`src/rtl/serial_byte_loader_pkg.sv`:
```
// Shared definitions for the serial byte loader slice.
// Holds the FSM state encoding, the load strobe polarity and the default
// word width. Imported by the interface, the shift/count sub-block and the top.
package serial_byte_loader_pkg;

  localparam int unsigned DEFAULT_WIDTH = 8;

  // The downstream register's Enbar input loads when low.
  localparam logic LOAD_ACTIVE = 1'b0;

  typedef enum logic {
    ST_COLLECT = 1'b0,
    ST_PARITY  = 1'b1
  } state_e;

endpackage

```
`src/rtl/serial_byte_loader_if.sv`:
```
// Bus bundle between a serial source and serial_byte_loader.
// Signals:
//   SerIn, SerValid, Flush        - serial stream and abort, driven by the source
//   DataOut[WIDTH]                - last completed word
//   EnbarOut                      - active-low one-cycle load strobe
//   Busy, BitCnt[clog2(WIDTH+1)]  - partial-word status
//   ParityErr                     - parity error pulse (SERIAL_BYTE_LOADER_PARITY_EN builds)
// Modports: master = serial source, slave = the loader.
interface serial_byte_loader_if import serial_byte_loader_pkg::*; #(
  parameter int unsigned WIDTH = DEFAULT_WIDTH
);

  localparam int unsigned CW = $clog2(WIDTH + 1);

  logic             SerIn;
  logic             SerValid;
  logic             Flush;
  logic [WIDTH-1:0] DataOut;
  logic             EnbarOut;
  logic             Busy;
  logic [CW-1:0]    BitCnt;
  logic             ParityErr;

  modport master (
    output SerIn, SerValid, Flush,
    input  DataOut, EnbarOut, Busy, BitCnt, ParityErr
  );

  modport slave (
    input  SerIn, SerValid, Flush,
    output DataOut, EnbarOut, Busy, BitCnt, ParityErr
  );

endinterface

```
`src/rtl/serial_shift_counter.sv`:
```
// Shift register plus bit counter for serial_byte_loader (falling-edge clocked).
// Ports:
//   i_clk       - clock, state updates on the falling edge
//   i_rst_n     - synchronous active-low reset
//   i_clr       - clear shift register and counter (beats i_shift)
//   i_shift     - shift i_bit in and increment the counter
//   i_bit       - serial data bit
//   o_cnt       - bits received so far
//   o_last_c    - counter is one short of a full word
//   o_word_c    - default build: the full word including i_bit;
//                 SERIAL_BYTE_LOADER_PARITY_EN build: the held full word
//   o_par_ok_c  - (SERIAL_BYTE_LOADER_PARITY_EN only) even parity over held word + i_bit
module serial_shift_counter import serial_byte_loader_pkg::*; #(
  parameter int unsigned WIDTH     = DEFAULT_WIDTH,
  parameter bit          MSB_FIRST = 1'b1,
  localparam int unsigned CW       = $clog2(WIDTH + 1)
) (
  input  logic             i_clk,
  input  logic             i_rst_n,
  input  logic             i_clr,
  input  logic             i_shift,
  input  logic             i_bit,
  output logic [CW-1:0]    o_cnt,
  output logic             o_last_c,
  output logic [WIDTH-1:0] o_word_c
`ifdef SERIAL_BYTE_LOADER_PARITY_EN
  ,
  output logic             o_par_ok_c
`endif
);

`ifdef SERIAL_BYTE_LOADER_PARITY_EN
  // The full word must be held while the parity bit is awaited.
  localparam int unsigned SW = WIDTH;
`else
  // The final bit goes straight to the output, so one bit less is stored.
  localparam int unsigned SW = WIDTH - 1;
`endif

  logic [SW-1:0] r_shreg;
  logic [SW-1:0] w_next;
  logic [CW-1:0] r_cnt;

`ifdef SERIAL_BYTE_LOADER_PARITY_EN
  if (MSB_FIRST) begin : g_msb
    assign w_next = {r_shreg[WIDTH-2:0], i_bit};
  end else begin : g_lsb
    assign w_next = {i_bit, r_shreg[WIDTH-1:1]};
  end
  assign o_word_c   = r_shreg;
  assign o_par_ok_c = ~(^r_shreg ^ i_bit);
`else
  if (MSB_FIRST) begin : g_msb
    assign o_word_c = {r_shreg, i_bit};
    assign w_next   = o_word_c[WIDTH-2:0];
  end else begin : g_lsb
    assign o_word_c = {i_bit, r_shreg};
    assign w_next   = o_word_c[WIDTH-1:1];
  end
`endif

  assign o_cnt    = r_cnt;
  assign o_last_c = (r_cnt == CW'(WIDTH - 1));

  // Shift/count register with clear priority over shift.
  always_ff @(negedge i_clk) begin
    if (!i_rst_n) begin
      r_shreg <= '0;
      r_cnt   <= '0;
    end else if (i_clr) begin
      r_shreg <= '0;
      r_cnt   <= '0;
    end else if (i_shift) begin
      r_shreg <= w_next;
      r_cnt   <= r_cnt + CW'(1);
    end
  end

endmodule

```
`src/rtl/serial_byte_loader.sv`:
```
// Serial-to-parallel feeder for the 8-bit load-enable register bank.
// Assembles WIDTH-bit words from a serial stream and, per completed word,
// presents it on DataOut and pulses EnbarOut low for one cycle.
// Ports:
//   ClkN - clock, all state updates on the falling edge
//   ClrN - synchronous active-low reset
//   bus  - serial_byte_loader_if.slave (SerIn, SerValid, Flush in;
//          DataOut, EnbarOut, Busy, BitCnt, ParityErr out)
// Optional feature: define SERIAL_BYTE_LOADER_PARITY_EN to require an even
// parity bit after each word; otherwise ParityErr is tied low.
module serial_byte_loader import serial_byte_loader_pkg::*; #(
  parameter int unsigned WIDTH     = DEFAULT_WIDTH,
  parameter bit          MSB_FIRST = 1'b1
) (
  input logic                  ClkN,
  input logic                  ClrN,
  serial_byte_loader_if.slave  bus
);

  localparam int unsigned CW = $clog2(WIDTH + 1);

  state_e           r_state;
  logic [WIDTH-1:0] r_data;
  logic             r_enbar;
  logic             r_busy;

  logic             w_take;
  logic             w_shift;
  logic             w_clr;
  logic             w_last;
  logic [WIDTH-1:0] w_word;
  logic [CW-1:0]    w_cnt;

`ifdef SERIAL_BYTE_LOADER_PARITY_EN
  logic             r_perr;
  logic             w_par_ok;
`endif

  // A data bit is accepted only while collecting and not flushing.
  assign w_take = bus.SerValid && !bus.Flush && (r_state == ST_COLLECT);

`ifdef SERIAL_BYTE_LOADER_PARITY_EN
  // The last data bit is stored; the parity edge then clears.
  assign w_shift = w_take;
  assign w_clr   = bus.Flush || (bus.SerValid && (r_state == ST_PARITY));
`else
  // The completing bit bypasses the register and the counter wraps to 0.
  assign w_shift = w_take && !w_last;
  assign w_clr   = bus.Flush || (w_take && w_last);
`endif

  serial_shift_counter #(
    .WIDTH     (WIDTH),
    .MSB_FIRST (MSB_FIRST)
  ) u_shift (
    .i_clk      (ClkN),
    .i_rst_n    (ClrN),
    .i_clr      (w_clr),
    .i_shift    (w_shift),
    .i_bit      (bus.SerIn),
    .o_cnt      (w_cnt),
    .o_last_c   (w_last),
    .o_word_c   (w_word)
`ifdef SERIAL_BYTE_LOADER_PARITY_EN
    ,
    .o_par_ok_c (w_par_ok)
`endif
  );

  // Word-complete FSM and output registers.
  always_ff @(negedge ClkN) begin
    if (!ClrN) begin
      r_state <= ST_COLLECT;
      r_data  <= '0;
      r_enbar <= ~LOAD_ACTIVE;
      r_busy  <= 1'b0;
`ifdef SERIAL_BYTE_LOADER_PARITY_EN
      r_perr  <= 1'b0;
`endif
    end else begin
      r_enbar <= ~LOAD_ACTIVE;
`ifdef SERIAL_BYTE_LOADER_PARITY_EN
      r_perr  <= 1'b0;
`endif
      if (bus.Flush) begin
        r_state <= ST_COLLECT;
        r_busy  <= 1'b0;
      end else if (bus.SerValid) begin
        case (r_state)
          ST_COLLECT: begin
            if (w_last) begin
`ifdef SERIAL_BYTE_LOADER_PARITY_EN
              r_state <= ST_PARITY;
              r_busy  <= 1'b1;
`else
              r_data  <= w_word;
              r_enbar <= LOAD_ACTIVE;
              r_busy  <= 1'b0;
`endif
            end else begin
              r_busy <= 1'b1;
            end
          end
          ST_PARITY: begin
`ifdef SERIAL_BYTE_LOADER_PARITY_EN
            if (w_par_ok) begin
              r_data  <= w_word;
              r_enbar <= LOAD_ACTIVE;
            end else begin
              r_perr  <= 1'b1;
            end
`endif
            r_state <= ST_COLLECT;
            r_busy  <= 1'b0;
          end
        endcase
      end
    end
  end

  assign bus.DataOut  = r_data;
  assign bus.EnbarOut = r_enbar;
  assign bus.Busy     = r_busy;
  assign bus.BitCnt   = w_cnt;
`ifdef SERIAL_BYTE_LOADER_PARITY_EN
  assign bus.ParityErr = r_perr;
`else
  assign bus.ParityErr = 1'b0;
`endif

endmodule

```
`src/flat_wrapper.sv`:
```
// flat-port wrapper written by rule: the top's interface ports become plain ports
module serial_byte_loader_flat import serial_byte_loader_pkg::*;
#(
  parameter int unsigned WIDTH     = DEFAULT_WIDTH,
  parameter bit          MSB_FIRST = 1'b1
)
  (ClkN, ClrN, bus_SerIn, bus_SerValid, bus_Flush, bus_DataOut, bus_EnbarOut, bus_Busy, bus_BitCnt, bus_ParityErr);
  serial_byte_loader_if #(.WIDTH(WIDTH)) bus_i ();
  input logic ClkN;
  input logic ClrN;
  input wire logic [$bits(bus_i.SerIn)-1:0] bus_SerIn;
  input wire logic [$bits(bus_i.SerValid)-1:0] bus_SerValid;
  input wire logic [$bits(bus_i.Flush)-1:0] bus_Flush;
  output wire logic [$bits(bus_i.DataOut)-1:0] bus_DataOut;
  output wire logic [$bits(bus_i.EnbarOut)-1:0] bus_EnbarOut;
  output wire logic [$bits(bus_i.Busy)-1:0] bus_Busy;
  output wire logic [$bits(bus_i.BitCnt)-1:0] bus_BitCnt;
  output wire logic [$bits(bus_i.ParityErr)-1:0] bus_ParityErr;
  assign bus_i.SerIn = bus_SerIn;
  assign bus_i.SerValid = bus_SerValid;
  assign bus_i.Flush = bus_Flush;
  assign bus_DataOut = bus_i.DataOut;
  assign bus_EnbarOut = bus_i.EnbarOut;
  assign bus_Busy = bus_i.Busy;
  assign bus_BitCnt = bus_i.BitCnt;
  assign bus_ParityErr = bus_i.ParityErr;
  serial_byte_loader #(.WIDTH(WIDTH), .MSB_FIRST(MSB_FIRST)) u_core (.ClkN(ClkN), .ClrN(ClrN), .bus(bus_i));
endmodule
```
`config.mk`:
```
export PLATFORM = sky130hd
export DESIGN_NAME = serial_byte_loader_flat
export DESIGN_NICKNAME = d
export VERILOG_FILES = /design/src/rtl/serial_byte_loader_pkg.sv /design/src/rtl/serial_byte_loader_if.sv /design/src/rtl/serial_shift_counter.sv /design/src/rtl/serial_byte_loader.sv /design/src/flat_wrapper.sv
export SDC_FILE = /design/constraint.sdc
export NUM_CORES = 1
export LEC_CHECK = 0
export ABC_AREA = 1
export CORE_UTILIZATION = 45
export DETAILED_ROUTE_END_ITERATION = 10
export GPL_TIMING_DRIVEN = 1
export PLACE_DENSITY = 0.71
export SETUP_SLACK_MARGIN = 0.5
export SYNTH_ARGS = -nofsm -noshare
export SYNTH_HDL_FRONTEND = slang
export SYNTH_SLANG_ARGS = --single-unit
```
`constraint.sdc`:
```
create_clock -name ClkN -period 1.4 [get_ports ClkN]
set_input_delay 0.28 -clock ClkN [delete_from_list [all_inputs] [get_ports ClkN]]
set_output_delay 0.28 -clock ClkN [all_outputs]
set_load 0.05 [all_outputs]
```
==> results of run 1 <==
-- cell usage after synthesis, drive strengths merged --
master   n  share of area, %
nand2   29                16
clkinv   1               1.0
nor2    19               9.7
clkbuf   1              0.60
ha       1               1.5
a21oi   10               6.0
dfxtp   21                50
conb     1              0.45
o211ai   1              0.90
inv      8               3.9
xor2     1               1.0
nand4    1              0.75
o21ai    8               4.8
nand3    3               2.4
buf      1              0.90
-- logic make-up after synthesis --
kind of cell	Yosys count	share of synthesized area [%]
AOI/OAI and AO/OA	19	11.64
buffers and inverters	11	6.418
xor gates and xnor gates	1	1.045
DFF	21	50.15
and+or+nand+nor	52	28.81
other	1	0.4473
adders and majority gates	1	1.492
-- metrics by stage --
step | utilization (%) | cell area (um2) | hold slack, ns | cells | setup WS, ns
3_5_place_dp | 78.06 | 1363 | 0.4549 | 156 | -0.8488
2_1_floorplan | - | 975.9 | 0.4405 | 106 | -0.1150
3_3_place_gp | 78.06 | 1363 | 0.4538 | 156 | -0.7806
==> results by group, run 1 <==
Die
  • Die extent in y: between 40 and 50 um
  • Initial Util: slightly below 50%
  • Site row count: 15
  • I/O pin count: 20
  • Die W: about 45 um

Place
  • HPWL after DPL: between 1.5 and 2 mm
  • IO Port Bufs: 18
  • Gpl congestion: between 0.7 and 0.8

Clock tree
  • Clk root buf: clkbuf_4
  • Post-CTS setup buffers: 8
  • Clock sinks: 21
  • Clock buffer depth: 2
  • Cts hold-fix bufs: 0
  • Htree depth: 1
  • Cts bufs inserted: 3
  • PostCTS Resize Cnt: 57

Run status
  • Log Error: [ERROR DPL-0038] Utilization greater than 100%, impossible to legalize
  • Status: did not finish
  • Failed at: clock tree synthesis (4_1_cts)

Yosys
  • Avg Synthesized Cell Area: slightly below 8 um2
  • FF+latch count, synth: 21
  • Synthesized cell area: about 840 um2
  • Syn Nets: approximately 110
  • Post-synthesis sequential area ratio: between 50 and 60%
  • Post-Synthesis Cells: between 100 and 150
  • Number of distinct library cells after synthesis: 22
  • Synth Warn #: 0
==> run 2, diff against run 1 <==
- CORE_AREA: unset -> 2 2 63 65
- CORE_UTILIZATION: 45 -> unset
- DIE_AREA: unset -> 0 0 65 67
- PLACE_DENSITY: 0.71 -> unset
- PLACE_DENSITY_LB_ADDON: unset -> 0.15
- SETUP_SLACK_MARGIN: 0.5 -> unset
==> results by group, run 2 <==
Yosys
  • Post-Synthesis Cells: 106 (unchanged)
  • Synth Flop Type: dfxtp_1
  • Post-synthesis sequential area ratio: 50.15% (unchanged)
  • Avg Synthesized Cell Area: 7.909 um2 (unchanged)
  • Number of distinct library cells after synthesis: 22 (unchanged)
  • Synthesized cell area: 838.3 um2 (unchanged)
  • Syn Nets: 112 (unchanged)
  • FF+latch count, synth: 21 (unchanged)
  • Count leader, synth: nand2_1
  • Ys async rst share: 0% (unchanged)
  • Post-synth EDFFs: 0 (unchanged)
  • Largest cells by area after synthesis: dfxtp_1, nand2_1, nor2_1
  • Synth Warn #: 0 (unchanged)
  • Commonest cells post-synth: nand2_1, dfxtp_1, nor2_1
  • Yosys top cell by area: dfxtp_1
  • Top-area cell type share of the netlist area: 50.15% (unchanged)

Hold path
  • Hold Path Class: reg2reg

Global route
  • Largest net degree at the start of global routing: 13
  • Vias in the first global route: between 900 and 1000
  • Number of antenna violations at the first check in global routing: 0
  • GRT Residual Overflow: 0
  • First-pass GRT wire length: 4.071 mm
  • Global-route total usage across every layer: about an eighth

Cells and area
  • Largest register FFs: 8
  • Total Nets Final: about 180
  • Commonest non-fill, non-tap cell in the layout: inv_1
  • Share of cells above drive strength 1: approximately 60%
  • Area Growth Syn to Fin: 121.2%
  • Final Non-Filler Cells: 217
  • ANT cells: 0
  • Most frequent cells in the layout: inv_1, nand2_1, buf_12
  • Fill cell count: roughly 320

Worst setup path
  • Worst Path Buf+Inv: 1
  • Crit. End Element: primary output
  • Worst Setup Path Type: reg2out
  • Crit start category: register
  • Slowest Stage Delay on Critical Path: 0.35 ns
  • Worst EP arrival: roughly 1.5 ns
  • Critical Path RT: 1.12 ns
  • Worst-path maximum fanout: 2
  • CP top delay family: flip-flops
  • Critical-path cell list: buf_12
  • Slowest CP cell: dfxtp_2

Die
  • Die area: 4355 um2
  • I/O pin count: 20 (unchanged)
  • Site row count: 22 (+7)
  • Core area: between 3000 and 4000 um2
  • Die W: 65 um (+44%)
  • Initial Util: 23.25% (-25 points)
  • Die extent in y: 67 um (+48%)

Power and ir drop
  • Pwr/cell area: roughly 850 nW/um2
  • Pleak: 0.7853 nW
  • Max VDD drop: a little over 0.3 mV

Place
  • Gpl congestion: 0.7078 (-4.7%)
  • Setup WS pre-CTS: -0.8009 ns (+0.04790 ns)
  • IO Port Bufs: 18 (unchanged)
  • Placed insts: 182 (+17%)
  • HPWL after DPL: 1.421 mm (-11%)

STA
  • Setup ws final: -0.4123 ns
  • Setup Viol. Count Final: 19
  • Slew Limit Fails: 0
  • RSZ-0062 raised after global routing: true
  • Final Skew: 0.01157 ns
  • Hold Fails Final Rpt: 0
  • Final setup TNS: -5.703 ns

Flow run
  • # Max-Cap Violations: 0

Routing
  • WL final: ~2.5 mm
  • WL per Instance: between 10 and 15 um
  • Via/cell ratio: ~4.3
  • DRT Pass-1 Iters: 4
  • Drt drc: 0
  • Vias: around 930
  • Routed Antenna Nets: 0
  • Initial DRC Count: 28

Clock tree
  • Htree depth: 1 (unchanged)
  • Cts hold-fix bufs: 0 (unchanged)
  • Clock buffer depth: 2 (unchanged)
  • Clk root buf: clkbuf_8
  • Latest clock arrival within the worst-skew pair: ~0.35 ns
  • Worst-path clk slew: ~0.04 ns
  • Clock sinks: 21 (unchanged)
  • TritonCTS clock tree: done
  • Cts bufs inserted: 3 (unchanged)

Run status
  • Status: complete, but fails checks
  • Violated checks: negative setup slack
## run 2: through the flow
step	cell area, um2	hold slack (ns)	utilization (%)	power (mW)
floorplan	975.9	0.4405	-	0.7603
global placement	1414	0.4513	39.21	0.8038
detailed placement	1414	0.4539	39.21	0.8038
CTS	1795	0.4754	49.79	1.594
global route	1854	0.5052	51.42	1.673
finish	1854	0.4900	51.42	1.569
## run 2: cell families after synthesis
logic type                 share of synthesized area (%)
buffers and inverters                              6.418
and+or+nand+nor                                    28.81
other                                             0.4473
xor gates and xnor gates                           1.045
AOI/OAI and AO/OA                                  11.64
DFF                                                50.15
adders and majority gates                          1.492
## run 2: worst paths after layout
kind	start	endpoint	slack [ns]	cells after the start
worst min register to register	u_core.u_shift.r_shreg[6]	u_core.u_shift.r_shreg[6]	0.49	2
worst max register to register	u_core.u_shift.o_cnt[0]	u_core.bus.DataOut[6]	0.04	8
worst max-delay path	u_core.u_shift.o_cnt[2]	bus_BitCnt[2]	-0.41	1
worst min-delay path	u_core.u_shift.r_shreg[6]	u_core.u_shift.r_shreg[6]	0.49	2
## run 2: metal layers
layer	global-route usage, %	up-vias	share of wire, %
met2	19.20	17	53
met4	10.64	0	2.1
li1	-	469	-
met5	0	-	0
met1	12.99	436	42
met3	4.561	5	3.6
## run 2: final cells by class
type | instances | area, um2 | share of cell area [%]
Multi-Input combinational cell | 77 | 581.8 | 31.38
Timing Repair Buffer | 36 | 493.0 | 26.59
Sequential cell | 21 | 470.5 | 25.37
Clock inverter | 22 | 108.9 | 5.870
Inverter | 8 | 81.33 | 4.386
Tap cell | 48 | 60.06 | 3.239
Clock buffer | 3 | 41.29 | 2.227
Timing Repair inverter | 2 | 17.52 | 0.9447
## run 2: power by group
part | total, mW | switching [mW] | internal [mW] | leakage (nW)
Clock | 0.826 | 0.365 | 0.461 | 0.148
Combinational | 0.156 | 0.0899 | 0.0661 | 0.458
Sequential | 0.587 | 0.00391 | 0.583 | 0.179
## run 2: timing repair
item	CTS	global route
pin swaps	13	12
buffers inserted	7	2
gates resized for setup	52	22
cloned	4	1
setup endpoints to repair	35	35
Power figures use the tool's default switching activity.
